### config.mk
export PLATFORM = sky130hd
export DESIGN_NAME = imem_loader
export DESIGN_NICKNAME = d
export VERILOG_FILES = /design/src/rtl/imem_loader.sv
export SDC_FILE = /design/constraint.sdc
export NUM_CORES = 1
export LEC_CHECK = 0
export BUFFER_PORTS_ARGS = -buffer_cell sky130_fd_sc_hd__buf_2
export CAP_MARGIN = 25
export CORE_ASPECT_RATIO = 0.6
export CORE_UTILIZATION = 34
export CTS_CLUSTER_SIZE = 30
export DETAILED_ROUTE_END_ITERATION = 12
export PLACE_DENSITY_LB_ADDON = 0.12
export SETUP_SLACK_MARGIN = 0.4
export SYNTH_ARGS = -nofsm -noshare
export SYNTH_HDL_FRONTEND = slang
export SYNTH_SLANG_ARGS = --single-unit
### constraint.sdc
create_clock -name clk -period 1.82 [get_ports clk]
set_input_delay 0.091 -clock clk [delete_from_list [all_inputs] [get_ports clk]]
set_output_delay 0.091 -clock clk [all_outputs]
set_load 0.02 [all_outputs]
### src/rtl/imem_loader.sv
// Boot-time instruction-memory loader: packs a big-endian byte stream into 32-bit words and holds the core in reset until loaded.
// Optional trailing XOR checksum of the image enabled by defining IMEM_LOADER_CHECKSUM_EN.
module imem_loader #(
    parameter int ADDR_W = 8
) (
    input  logic              clk,
    input  logic              rst,
    input  logic              in_valid_i,
    input  logic [7:0]        in_data_i,
    input  logic              in_last_i,
    output logic              in_ready_o,
    input  logic              reload_i,
    output logic              wr_en_o,
    output logic [ADDR_W-1:0] wr_addr_o,
    output logic [31:0]       wr_data_o,
    output logic              cpu_rst_o,
    output logic              done_o,
    output logic              err_o,
    output logic [ADDR_W:0]   words_loaded_o
);

    // state  | meaning
    // LOAD   | accepting image bytes into the assembly register
    // COMMIT | one-cycle write of the assembled word
    // CHECK  | accepting the 4-byte checksum (checksum build only)
    // DONE   | image complete, core released, waiting for reload
`ifdef IMEM_LOADER_CHECKSUM_EN
    typedef enum logic [1:0] {S_LOAD, S_COMMIT, S_CHECK, S_DONE} state_t;
`else
    typedef enum logic [1:0] {S_LOAD, S_COMMIT, S_DONE} state_t;
`endif

    localparam logic [ADDR_W-1:0] ADDR_MAX = '1;

    state_t              state_q, state_d;
    logic [31:0]         asm_q, asm_d;
    logic [1:0]          idx_q, idx_d;
    logic                last_q, last_d;
    logic [ADDR_W-1:0]   addr_q, addr_d;
    logic [ADDR_W:0]     words_q, words_d;
    logic                wr_en_q, wr_en_d;
    logic [ADDR_W-1:0]   wr_addr_q, wr_addr_d;
    logic [31:0]         wr_data_q, wr_data_d;
    logic                cpu_rst_q, cpu_rst_d;
    logic                done_q, done_d;
    logic                err_q, err_d;
`ifdef IMEM_LOADER_CHECKSUM_EN
    logic [31:0]         xor_q, xor_d;
`endif

    logic                accept;
    logic [31:0]         word_next;

`ifdef IMEM_LOADER_CHECKSUM_EN
    assign in_ready_o = ((state_q == S_LOAD) || (state_q == S_CHECK)) && !rst;
`else
    assign in_ready_o = (state_q == S_LOAD) && !rst;
`endif

    assign accept = in_valid_i && in_ready_o;

    // Assembly register is cleared between words, so unreceived low bytes read as zero.
    always_comb begin
        word_next = asm_q;
        case (idx_q)
            2'd0:    word_next = {in_data_i, 24'h0};
            2'd1:    word_next = {asm_q[31:24], in_data_i, 16'h0};
            2'd2:    word_next = {asm_q[31:16], in_data_i, 8'h0};
            default: word_next = {asm_q[31:8], in_data_i};
        endcase
    end

    always_comb begin
        state_d   = state_q;
        asm_d     = asm_q;
        idx_d     = idx_q;
        last_d    = last_q;
        addr_d    = addr_q;
        words_d   = words_q;
        wr_en_d   = 1'b0;
        wr_addr_d = wr_addr_q;
        wr_data_d = wr_data_q;
        cpu_rst_d = cpu_rst_q;
        done_d    = done_q;
        err_d     = err_q;
`ifdef IMEM_LOADER_CHECKSUM_EN
        xor_d     = xor_q;
`endif

        case (state_q)
            S_LOAD: begin
                if (accept) begin
                    asm_d = word_next;
                    idx_d = idx_q + 2'd1;
                    if ((idx_q == 2'd3) || in_last_i) begin
                        last_d    = in_last_i;
                        state_d   = S_COMMIT;
                        wr_en_d   = 1'b1;
                        wr_addr_d = addr_q;
                        wr_data_d = word_next;
                    end
                end
            end

            S_COMMIT: begin
                asm_d   = 32'h0;
                idx_d   = 2'd0;
                words_d = words_q + (ADDR_W+1)'(1);
`ifdef IMEM_LOADER_CHECKSUM_EN
                xor_d   = xor_q ^ wr_data_q;
`endif
                // Saturate the address on the top word so an overflow never points back at 0.
                if (addr_q != ADDR_MAX) begin
                    addr_d = addr_q + ADDR_W'(1);
                end
                if (last_q) begin
`ifdef IMEM_LOADER_CHECKSUM_EN
                    state_d = S_CHECK;
`else
                    state_d   = S_DONE;
                    done_d    = 1'b1;
                    cpu_rst_d = 1'b0;
`endif
                end else if (addr_q == ADDR_MAX) begin
                    state_d   = S_DONE;
                    done_d    = 1'b1;
                    cpu_rst_d = 1'b0;
                    err_d     = 1'b1;
                end else begin
                    state_d = S_LOAD;
                end
            end

`ifdef IMEM_LOADER_CHECKSUM_EN
            S_CHECK: begin
                if (accept) begin
                    asm_d = word_next;
                    idx_d = idx_q + 2'd1;
                    if (idx_q == 2'd3) begin
                        asm_d     = 32'h0;
                        idx_d     = 2'd0;
                        state_d   = S_DONE;
                        done_d    = 1'b1;
                        cpu_rst_d = 1'b0;
                        err_d     = (word_next != xor_q);
                    end
                end
            end
`endif

            S_DONE: begin
                if (reload_i) begin
                    state_d   = S_LOAD;
                    asm_d     = 32'h0;
                    idx_d     = 2'd0;
                    last_d    = 1'b0;
                    addr_d    = '0;
                    words_d   = '0;
                    cpu_rst_d = 1'b1;
                    done_d    = 1'b0;
                    err_d     = 1'b0;
`ifdef IMEM_LOADER_CHECKSUM_EN
                    xor_d     = 32'h0;
`endif
                end
            end

            default: begin
                state_d = S_LOAD;
            end
        endcase
    end

    always_ff @(posedge clk) begin
        if (rst) begin
            state_q   <= S_LOAD;
            asm_q     <= 32'h0;
            idx_q     <= 2'd0;
            last_q    <= 1'b0;
            addr_q    <= '0;
            words_q   <= '0;
            wr_en_q   <= 1'b0;
            wr_addr_q <= '0;
            wr_data_q <= 32'h0;
            cpu_rst_q <= 1'b1;
            done_q    <= 1'b0;
            err_q     <= 1'b0;
`ifdef IMEM_LOADER_CHECKSUM_EN
            xor_q     <= 32'h0;
`endif
        end else begin
            state_q   <= state_d;
            asm_q     <= asm_d;
            idx_q     <= idx_d;
            last_q    <= last_d;
            addr_q    <= addr_d;
            words_q   <= words_d;
            wr_en_q   <= wr_en_d;
            wr_addr_q <= wr_addr_d;
            wr_data_q <= wr_data_d;
            cpu_rst_q <= cpu_rst_d;
            done_q    <= done_d;
            err_q     <= err_d;
`ifdef IMEM_LOADER_CHECKSUM_EN
            xor_q     <= xor_d;
`endif
        end
    end

    assign wr_en_o        = wr_en_q;
    assign wr_addr_o      = wr_addr_q;
    assign wr_data_o      = wr_data_q;
    assign cpu_rst_o      = cpu_rst_q;
    assign done_o         = done_q;
    assign err_o          = err_q;
    assign words_loaded_o = words_q;

endmodule

After elaboration in Yosys (flattened, before gate mapping)
Index checks and enable logic that the tools add are counted.

Register bits: 98.

Bitwise gates (word level): 2. Multiplexer cells: 31. Add/subtract/negate cells: 3. Reduce and logical (&&, ||, !) cells: 18. Equal/unequal tests: 14.

Operators with widths (count): $pmux W32 S3 (2); $mux W32 (2); $pmux W9 S2 (1); $mux W8 (2); $pmux W8 S2 (1); $reduce_and A3 Y1 (5); $mux W2 (6); $pmux W2 S3 (2); $mux W1 (10); $ne A2 B2 Y1 const B (5); $add A9 B1 Y9 const B (1); $mux W9 (1); $add A8 B1 Y8 const B (1); $eq A8 B8 Y1 const B (1); $ne A8 B8 Y1 const B (1); $pmux W1 S2 (4); $reduce_and A4 Y1 (2); $eq A2 B2 Y1 const B (3); $eq A2 B1 Y1 const B (2); $logic_not A2 Y1 (2); $reduce_bool A2 Y1 (2); $ne A3 B3 Y1 const B (1); $reduce_bool A3 Y1 (1); $reduce_or A3 Y1 (1); 7 further kinds (9).

Longest topological paths before layout
Gate-level depths: netlist of the first run.

Depth after elaboration: 5. Depth in mapped cells: 8.

Least setup slack after synthesis of the first run
OpenSTA, ideal clock, no wires.

Kind: register to register. Start: reg state_q[0]. End: reg addr_q[5]. Slack: 0.011 ns. Data arrival time: 1.739 ns. Stages on the path, launching flop included: 8. Cells stage by stage: dfxtp_1 -> inv_1 -> ha_1 -> buf_4 -> mux2_2 -> o21ai_1 -> or4_1 -> a21oi_1.

Word-level cells in the longest chain between the ends: 3.

Ends and longest elaborated chain: start, declared (RTL line 35) `state_t state_q, state_d;`; start signal, assigned (RTL line 192) `state_q <= state_d;`; $eq A2 B1 Y1 / $eq A2 B2 Y1 (equally long branches) (RTL line 90) `case (state_q)`; $ne A2 B2 Y1 (no line) / $reduce_bool A2 Y1 (equally long branches); $reduce_and A3 Y1 (no line); end signal, assigned (RTL line 196) `addr_q <= addr_d;`; end, declared (RTL line 39) `logic [ADDR_W-1:0] addr_q, addr_d;`.

Parallel ways exist; a longest one is shown, timed or not. A chain may end at the register's enable or synchronous reset.

Final worst setup path of the first run
Start: reg state_q[0]. End: reg idx_q[1].

Word-level cells in the longest chain between the ends: 5.

Ends and longest elaborated chain: $logic_not A2 Y1 (RTL line 57, 90); $logic_and A1 B1 Y1 (RTL line 57) `assign in_ready_o = (state_q == S_LOAD) && !rst;`; $logic_and A1 B1 Y1 (RTL line 60) `assign accept = in_valid_i && in_ready_o;`; $ne A2 B2 Y1 (no line); $reduce_and A3 Y1 (no line); end signal, assigned (RTL line 194) `idx_q <= idx_d;`; end, declared (RTL line 37) `logic [1:0] idx_q, idx_d;`.

Parallel ways exist; a longest one is shown, timed or not.

==> results of run 1 <==
==> power breakdown <==
part	leakage, nW	internal, W	switching, W	total [W]
Clock	0.142	0.00110	0.000785	0.00188
Combinational	1.28	0.000295	0.000378	0.000673
Sequential	0.735	0.00202	0.0000439	0.00207
Total	2.15	0.00341	0.00121	0.00462
==> per-stage QoR <==
stage	hold slack, ns	util [%]
floorplan	0.253	-
global placement	0.441	41.2
detailed placement	0.446	41.2
CTS	0.105	48.5
global route	0.118	52.3
finish	0.105	52.3
==> state kept, by name (all words and copies together), names as in the netlist <==
register        cells
wr_addr_o           8
last_q              1
cpu_rst_o           1
done_o              1
words_loaded_o      9
state_q             2
asm_q              24
err_o               1
wr_data_o          32
addr_q              8
idx_q               2
wr_en_o             1
==> timing repair <==
item / CTS / global route
pin swaps: 31 / 38
gates cloned: 8 / 2
resized for setup: 57 / 69
hold buffers: 0 / 0
setup endpoints to repair: 84 / 90
buffers inserted: 14 / 11
==> final timing paths <==
check	slack (ns)	endpoint	cells past startpoint
worst min-delay path	0.11	wr_data_o[0]$_SDFFE_PP0P_	3
worst max-delay path	0.13	idx_q[1]$_SDFFE_PP0P_	5
worst max register to register	0.13	idx_q[1]$_SDFFE_PP0P_	5
worst min register to register	0.45	wr_addr_o[2]$_SDFFE_PP0P_	2
==> cell usage after synthesis (all sizes together) <==
cell	instances	area, µm²
nand3b	1	7.51
o21bai	2	15.0
a211o	1	17.5
dfxtp	90	1800
nand4	5	31.3
or4	3	22.5
clkbuf	20	75.1
o22a	2	17.5
xor2	5	43.8
mux2i	2	20.0
a2111oi	1	27.5
a21oi	56	280
o31ai	3	22.5
nand4b	1	8.76
a21boi	1	7.51
o21ai	10	50.0
nand2b	3	26.3
xnor2	1	8.76
o2bb2ai	1	8.76
a22oi	24	180
ha	10	125
nor3	1	5.00
nor2	44	165
or2	3	18.8
nand3	5	25.0
inv	8	30.0
a211oi	18	135
nand2	60	225
or3	23	144
a221oi	1	8.76
a2bb2oi	1	8.76
a22o	8	70.1
or3b	1	8.76
and3b	8	70.1
mux2	1	11.3
buf	12	80.1
nor2b	6	37.5
and3	4	25.0
==> cell families (layout without fill, tap and decap cells) <==
family | after synthesis | in the layout | synth area share, %
adder cells (fa/ha/maj) | 10 | 10 | 3.24
buffers and inverters | 40 | 136 | 4.79
flip-flops | 90 | 90 | 46.6
AO/OA/AOI/OAI | 129 | 134 | 22.0
multiplexers | 3 | 3 | 0.809
AND/OR/NAND/NOR | 168 | 168 | 21.2
XOR/XNOR | 6 | 6 | 1.36
==> metal layers <==
metal	part of all wire [%]	wire length, µm	vias to the layer above
li1	-	-	1801
met1	51	6040	1763
met2	41	4870	139
met3	7.0	835	16
met4	1.0	124	0
met5	0	0	-
==> worst max-delay path, cell delays in order, from the launching register on <==
cell and delay [ns]:
dfxtp_4 0.36, buf_4 0.15, ha_4 0.20, a211o_4 0.37, or3b_4 0.39, a21oi_2 0.14
==> cell type report <==
cell class / instances / area (µm²) / area share [%]
multi-input combinational: 321 / 2420 / 42.8
sequential: 90 / 1830 / 32.3
timing repair buffer: 113 / 886 / 15.7
clock buffer: 11 / 243 / 4.29
tap: 139 / 174 / 3.08
inverter: 8 / 52.6 / 0.930
clock inverter: 4 / 51.3 / 0.908
==> flow_metrics.env, run 1 <==
export IMPL_status="completed"
export IMPL_critPathCaptureType="flop"
export IMPL_hp_class="input pin to flop"
export IMPL_critPathKind="flop to flop"
export IMPL_hpwl_um=7000
export IMPL_cp_max_fo=7
export IMPL_pre_cts_slack_ns=0.0484
export IMPL_dr_first_iter_drc_count=287
export IMPL_cts_sinks=90
export IMPL_ioPinCount=67
export IMPL_grt_max_degree=66
export IMPL_die_area_um2=11800
export IMPL_synth_cell_types=44
export IMPL_die_y_um=84.6
export IMPL_drive_above_1_share_pct=41.9
export IMPL_place_congestion=0.741
export IMPL_skew_ns=0.00508
export IMPL_cts_max_level=3
export IMPL_start_kind="flop"
export IMPL_grt_use_met3_pct=5.25
export IMPL_fin_area_um2=5650
export IMPL_placed_area_um2=4460
export IMPL_core_rowCount=29
export IMPL_power_leakage_nw=2.15
export IMPL_via_per_inst=5.42
export IMPL_yosysWarnings=0
export IMPL_post_route_drc_count=0
export IMPL_crit_path_start="state_q[0]$_SDFFE_PP0P_"
export IMPL_dpl_cell_count=636
export IMPL_cp_arrival_ns=1.95
export IMPL_layout_setup_ws_ns=0.132
export IMPL_synth_area_um2=3870
export IMPL_coreArea_um2=10800
export IMPL_finalSetupViolations=0
export IMPL_ant_nets=0
export IMPL_tightest_slew_ns=0.740
export IMPL_antenna_found_initial=0
export IMPL_use_met2_pct=28.3
export IMPL_avgSynthCellArea_um2=8.67
export IMPL_post_route_period_util_pct=92.8
export IMPL_clk_latency_ns=0.34
export IMPL_cap_viol_max_count=0
export IMPL_synth_nets=469
export IMPL_synth_seq_cells=90
export IMPL_wire_per_inst_um=17.3
export IMPL_die_w_um=140
export IMPL_r2r_start="state_q[0]$_SDFFE_PP0P_"
export IMPL_slew_headroom_pct=50.7
export IMPL_ys_seq_area_share_pct=46.6
export IMPL_min_period_ns=1.69
export IMPL_stdcell_count=686
export IMPL_grt_busiest_layer="met1"
export IMPL_dr_pass1_iters=4
export IMPL_root_buffer="clkbuf_16"
export IMPL_crit_required_ns=2.08
export IMPL_grt_pass1_vias=3454
export IMPL_netlist_instances=446
export IMPL_finalPower_w=0.00462
export IMPL_numPortBuffers=66
export IMPL_finalMaxSlewViolations=0
export IMPL_fill_cells=998
export IMPL_rsz0062_at_grt="true"
export IMPL_final_cell_mix="dfxtp_1, buf_2, nand2_1, a21oi_1, nor2_1"
export IMPL_clkTransAtPathRegs_ns=0.06
export IMPL_synthToLayoutAreaGrowth_pct=46.2
export IMPL_diodes=0
export IMPL_cts_buffer_depth=2
export IMPL_start_util_pct=35.8
export IMPL_wirelength_um=11900
export IMPL_cts_tree="built"
export IMPL_nets=566
export IMPL_tns_ns=0
export IMPL_via_count=3719
export IMPL_hold_viol=0
export IMPL_gr_total_overflow=0
export IMPL_cts_buffers=9
export IMPL_grt_use_met1_pct=29.5
export IMPL_p_per_area_nw_per_um2=818
export IMPL_grt_usage_pct=20.0
export IMPL_fmax_ghz=0.592
export IMPL_final_common_cell="dfxtp_1"
export IMPL_grt_pass1_wl_um=18300
export IMPL_worstHoldStart="in_data_i[0]"
export IMPL_vdd_ir_drop_max_mv=0.453
No activity file was read; power rests on OpenSTA's default activity.
==> run 2, diff against run 1 <==
--- a/config.mk
+++ b/config.mk
@@ -7,6 +7,8 @@
 export LEC_CHECK = 0
 export BUFFER_PORTS_ARGS = -buffer_cell sky130_fd_sc_hd__buf_2
 export CAP_MARGIN = 25
+export CELL_PAD_IN_SITES_DETAIL_PLACEMENT = 1
+export CELL_PAD_IN_SITES_GLOBAL_PLACEMENT = 1
 export CORE_ASPECT_RATIO = 0.6
 export CORE_UTILIZATION = 34
 export CTS_CLUSTER_SIZE = 30
==> flow_metrics.env, run 2 (synthesized netlist as in run 1, its figures left out) <==
export IMPL_status="completed"
export IMPL_cp_arrival_ns=1.97
export IMPL_cts_buffer_depth=2
export IMPL_seq_area_um2=1840
export IMPL_grt_usage_pct=24.1
export IMPL_multi_input_area_um2=2410
export IMPL_hp_class="input pin to flop"
export IMPL_cp_max_fo=8
export IMPL_dr_first_iter_drc_count=230
export IMPL_critPathKind="flop to flop"
export IMPL_cts_sinks=90
export IMPL_fmax_ghz=0.586
export IMPL_via_count=3840
export IMPL_ioPinCount=67
export IMPL_cts_buffers=9
export IMPL_die_area_um2=11800
export IMPL_final_cell_mix="dfxtp_1, buf_2, nand2_1, a21oi_1, nor2_1"
export IMPL_cts_max_level=3
export IMPL_finalMaxSlewViolations=0
export IMPL_rsz0062_at_grt="true"
export IMPL_die_w_um=140
export IMPL_cts_tree="built"
export IMPL_final_common_cell="dfxtp_1"
export IMPL_start_util_pct=35.8
export IMPL_root_buffer="clkbuf_16"
export IMPL_grt_max_degree=68
export IMPL_hold_viol=0
export IMPL_fill_cells=1208
export IMPL_dr_pass1_iters=4
export IMPL_synthToLayoutAreaGrowth_pct=51.6
export IMPL_post_route_period_util_pct=93.8
export IMPL_wirelength_um=14400
export IMPL_cap_viol_max_count=0
export IMPL_drive_above_1_share_pct=46.1
export IMPL_diodes=0
export IMPL_min_period_ns=1.71
export IMPL_skew_ns=0.00585
export IMPL_wire_per_inst_um=20.7
export IMPL_coreArea_um2=10800
export IMPL_stdcell_count=697
export IMPL_clkTransAtPathRegs_ns=0.07
export IMPL_finalSetupViolations=0
export IMPL_numPortBuffers=66
export IMPL_via_per_inst=5.51
export IMPL_die_y_um=84.6
export IMPL_vdd_ir_drop_max_mv=0.418
export IMPL_p_per_area_nw_per_um2=847
export IMPL_grt_pass1_wl_um=21800
export IMPL_start_kind="flop"
export IMPL_tns_ns=0
export IMPL_hpwl_um=7600
export IMPL_cts_hold_buffers=0
export IMPL_tightest_slew_ns=0.809
export IMPL_grt_pass1_vias=3870
export IMPL_ant_nets=0
export IMPL_clk_latency_ns=0.34
export IMPL_core_rowCount=29
export IMPL_critPathCaptureType="flop"
export IMPL_place_congestion=0.790
export IMPL_dpl_cell_count=639
export IMPL_post_route_drc_count=0
export IMPL_slew_headroom_pct=46.0
export IMPL_nets=576
export IMPL_gr_total_overflow=0
export IMPL_crit_required_ns=2.09
export IMPL_antenna_found_initial=1
export IMPL_largest_reg_flops=32
export IMPL_power_leakage_nw=2.29
## run 2: cell count changes in the layout (fill, tap and decap cells not counted), moves of 5 or more
cell and change:
nand2_1 -11, nand2_2 +9, buf_6 +6, nor2_2 +5
## run 2: final timing paths
kind | from | end | slack (ns) | cells after the start
setup reg to reg | state_q[0]$_SDFFE_PP0P_ | asm_q[9]$_SDFFE_PP0P_ | 0.11 | 6
hold reg to reg | wr_addr_o[6]$_SDFFE_PP0P_ | wr_addr_o[6]$_SDFFE_PP0P_ | 0.45 | 2
hold / removal | in_data_i[6] | wr_data_o[6]$_SDFFE_PP0P_ | 0.12 | 3
setup / recovery | state_q[0]$_SDFFE_PP0P_ | asm_q[9]$_SDFFE_PP0P_ | 0.11 | 6
## run 2: layer usage
layer	global-route usage [%]	vias to the layer above	wire [µm]
met5	0	-	0
met4	5.79	0	221
met3	5.08	16	785
met2	37.9	94	6340
met1	33.8	1917	7070
li1	-	1813	-
## run 2: critical path, stage by stage, from the launching register on
cell	delay (ns)
dfxtp_4	0.39
inv_4	0.05
ha_4	0.16
nor2b_4	0.17
a211o_4	0.35
or3_1	0.35
a21oi_2	0.16
## run 2: cell type report
cell class | instances | area share [%]
well taps | 139 | 2.97
clock buffers | 9 | 3.84
flip-flops and latches | 90 | 31.3
inverters | 8 | 0.768
repair buffers | 124 | 17.9
multi-input cells | 320 | 41.2
clock inverters | 7 | 1.99
## run 2: what timing repair did
action,CTS,global route
setup buffers,20,11
endpoints found under the setup margin,87,91
pin swaps,51,38
cloned,10,1
resized for setup,79,62
## run 2: power breakdown
group / switching [W] / total [W] / internal (W)
registers: 0.0000445 / 0.00206 / 0.00202
logic: 0.000410 / 0.000726 / 0.000316
clock network: 0.000834 / 0.00218 / 0.00134
## run 2: metrics by stage
stage	utilization [%]	hold WS (ns)	total power [W]	worst slack, ns	area, µm²
6_report	54.2	0.121	0.00496	0.113	5860
4_1_cts	51.2	0.0902	0.00492	0.117	5540
3_3_place_gp	41.6	0.440	0.00258	0.0495	4490
5_1_grt	54.2	0.129	0.00511	0.0643	5860
3_5_place_dp	41.6	0.446	0.00259	-0.0363	4490
2_1_floorplan	-	0.253	0.00245	0.173	4070
==> run 3, diff against run 2 <==
--- a/config.mk
+++ b/config.mk
@@ -14,6 +14,7 @@
 export CTS_CLUSTER_SIZE = 30
 export DETAILED_ROUTE_END_ITERATION = 12
 export PLACE_DENSITY_LB_ADDON = 0.12
+export RECOVER_POWER = 25
 export SETUP_SLACK_MARGIN = 0.4
 export SYNTH_ARGS = -nofsm -noshare
 export SYNTH_HDL_FRONTEND = slang
==> flow_metrics.env, run 3 (synthesized netlist as in run 1, its figures left out) <==
export IMPL_pre_cts_slack_ns=-0.0363
export IMPL_antenna_found_initial=1
export IMPL_routed_top_layer="met4"
export IMPL_rsz0062_at_grt="true"
export IMPL_wire_per_inst_um=20.7
export IMPL_die_area_um2=11800
export IMPL_cts_max_level=3
export IMPL_min_period_ns=1.70
export IMPL_numPortBuffers=66
export IMPL_place_congestion=0.790
export IMPL_synthToLayoutAreaGrowth_pct=50.5
export IMPL_tightest_slew_ns=0.796
export IMPL_via_per_inst=5.51
export IMPL_slowest_delay_ns=0.39
export IMPL_grt_pass1_wl_um=21800
export IMPL_cts_buffers=9
export IMPL_cp_arrival_ns=1.97
export IMPL_tns_ns=0
export IMPL_post_route_drc_count=0
export IMPL_diodes=0
export IMPL_placed_area_um2=4490
export IMPL_cts_tree="built"
export IMPL_power_frac_clock_pct=44.0
export IMPL_cp_cell_sequence="inv_4 -> ha_4 -> nor2b_4 -> a211o_4 -> or3b_4 -> a21oi_2"
export IMPL_hold_viol=0
export IMPL_p_int_w=0.00367
export IMPL_p_sw_w=0.00129
export IMPL_largest_reg_flops=32
export IMPL_grt_usage_pct=24.1
export IMPL_wl_met1_um=6990
export IMPL_critPathSlowestCell="dfxtp_4"
export IMPL_skew_ns=0.00557
export IMPL_die_y_um=84.6
export IMPL_final_common_cell="dfxtp_1"
export IMPL_wl_met2_um=6320
export IMPL_wirelength_um=14400
export IMPL_drive_above_1_share_pct=39.6
export IMPL_combPwrFrac_pct=14.5
export IMPL_ant_nets=0
export IMPL_die_w_um=140
export IMPL_utilization_pct=53.8
export IMPL_core_rowCount=29
export IMPL_critPathCaptureType="flop"
export IMPL_layout_setup_ws_ns=0.120
export IMPL_power_frac_seq_pct=41.6
export IMPL_hpwl_um=7600
export IMPL_dr_first_iter_drc_count=202
export IMPL_dr_wl_met3_um=860
export IMPL_crit_required_ns=2.09
export IMPL_cts_sinks=90
export IMPL_p_per_area_nw_per_um2=852
export IMPL_finalMaxSlewViolations=0
export IMPL_fin_area_um2=5820
export IMPL_slew_headroom_pct=47.0
export IMPL_start_kind="flop"
export IMPL_post_route_period_util_pct=93.4
export IMPL_clk_latency_ns=0.34
export IMPL_cap_viol_max_count=0
export IMPL_gr_total_overflow=0
export IMPL_dr_pass1_iters=4
export IMPL_status="completed"
export IMPL_nets=576
export IMPL_coreArea_um2=10800
export IMPL_cts_hold_buffers=0
export IMPL_grt_max_degree=68
export IMPL_fmax_ghz=0.588
export IMPL_fill_cells=1217
export IMPL_root_buffer="clkbuf_16"
export IMPL_clkTransAtPathRegs_ns=0.07
export IMPL_grt_pass1_vias=3870
export IMPL_final_cell_mix="dfxtp_1, nand2_1, a21oi_1, nor2_1, clkbuf_1"
export IMPL_vdd_ir_drop_max_mv=0.418
export IMPL_switching_share_pct=26.0
export IMPL_power_leakage_nw=2.14
export IMPL_hp_class="input pin to flop"
export IMPL_finalPower_w=0.00496
export IMPL_critPathKind="flop to flop"
export IMPL_cts_buffer_depth=2
export IMPL_cp_max_fo=8
export IMPL_start_util_pct=35.8
export IMPL_finalSetupViolations=0
export IMPL_ioPinCount=67
export IMPL_via_count=3842
-- run 3: worst max-delay path, delay by kind of cell, from the launching register on --
family / cells / cell delay [ns]
buf+inv: 1 / 0.05
fa+ha+maj: 1 / 0.16
simple gates: 2 / 0.56
flops: 1 / 0.39
compound gates: 2 / 0.46
-- run 3: cell type report --
| class | instances | area [µm²] | share of cell area, % |
|---|---|---|---|
| Inverter | 8 | 45.0 | 0.774 |
| Multi-Input combinational cell | 320 | 2410 | 41.5 |
| Clock inverter | 7 | 116 | 2.00 |
| Timing Repair Buffer | 124 | 1010 | 17.3 |
| Tap cell | 139 | 174 | 2.99 |
| Clock buffer | 9 | 225 | 3.87 |
| Sequential cell | 90 | 1840 | 31.6 |
-- run 3: final timing paths --
path                                  start                   endpoint  slack, ns  cells after the start
hold / removal                 in_data_i[6]  wr_data_o[6]$_SDFFE_PP0P_       0.13                      3
hold reg to reg   wr_addr_o[6]$_SDFFE_PP0P_  wr_addr_o[6]$_SDFFE_PP0P_       0.45                      2
setup reg to reg    state_q[0]$_SDFFE_PP0P_      idx_q[1]$_SDFFE_PP0P_       0.12                      6
setup / recovery    state_q[0]$_SDFFE_PP0P_      idx_q[1]$_SDFFE_PP0P_       0.12                      6
-- run 3: what timing repair did --
item / CTS / global route
setup endpoints to repair: 87 / 91
gates resized for setup: 79 / 62
gates cloned: 10 / 1
pin swaps: 51 / 38
endpoints found under the hold margin: 0 / 0
buffers inserted: 20 / 11
-- run 3: stage by stage --
| step | hold slack (ns) | cells |
|---|---|---|
| 6_report | 0.128 | 697 |
| 5_1_grt | 0.129 | 697 |
| 4_1_cts | 0.0902 | 685 |
| 3_5_place_dp | 0.446 | 639 |
| 3_3_place_gp | 0.440 | 639 |
| 2_1_floorplan | 0.253 | 446 |
-- run 3: routing by layer --
metal / GRT usage [%] / up-vias
li1: - / 1814
met1: 33.8 / 1912
met2: 37.9 / 101
met3: 5.08 / 15
met4: 5.79 / 0
met5: 0 / -
-- run 3: power by group through the flow --
stage | combinational, W | sequential (W) | clock [W]
after CTS | 0.000649 | 0.00206 | 0.00221
after global placement | 0.000473 | 0.00210 | 0
final | 0.000717 | 0.00206 | 0.00218
after detailed placement | 0.000483 | 0.00211 | 0
after floorplan | 0.000311 | 0.00214 | 0
after global routing | 0.000761 | 0.00207 | 0.00228
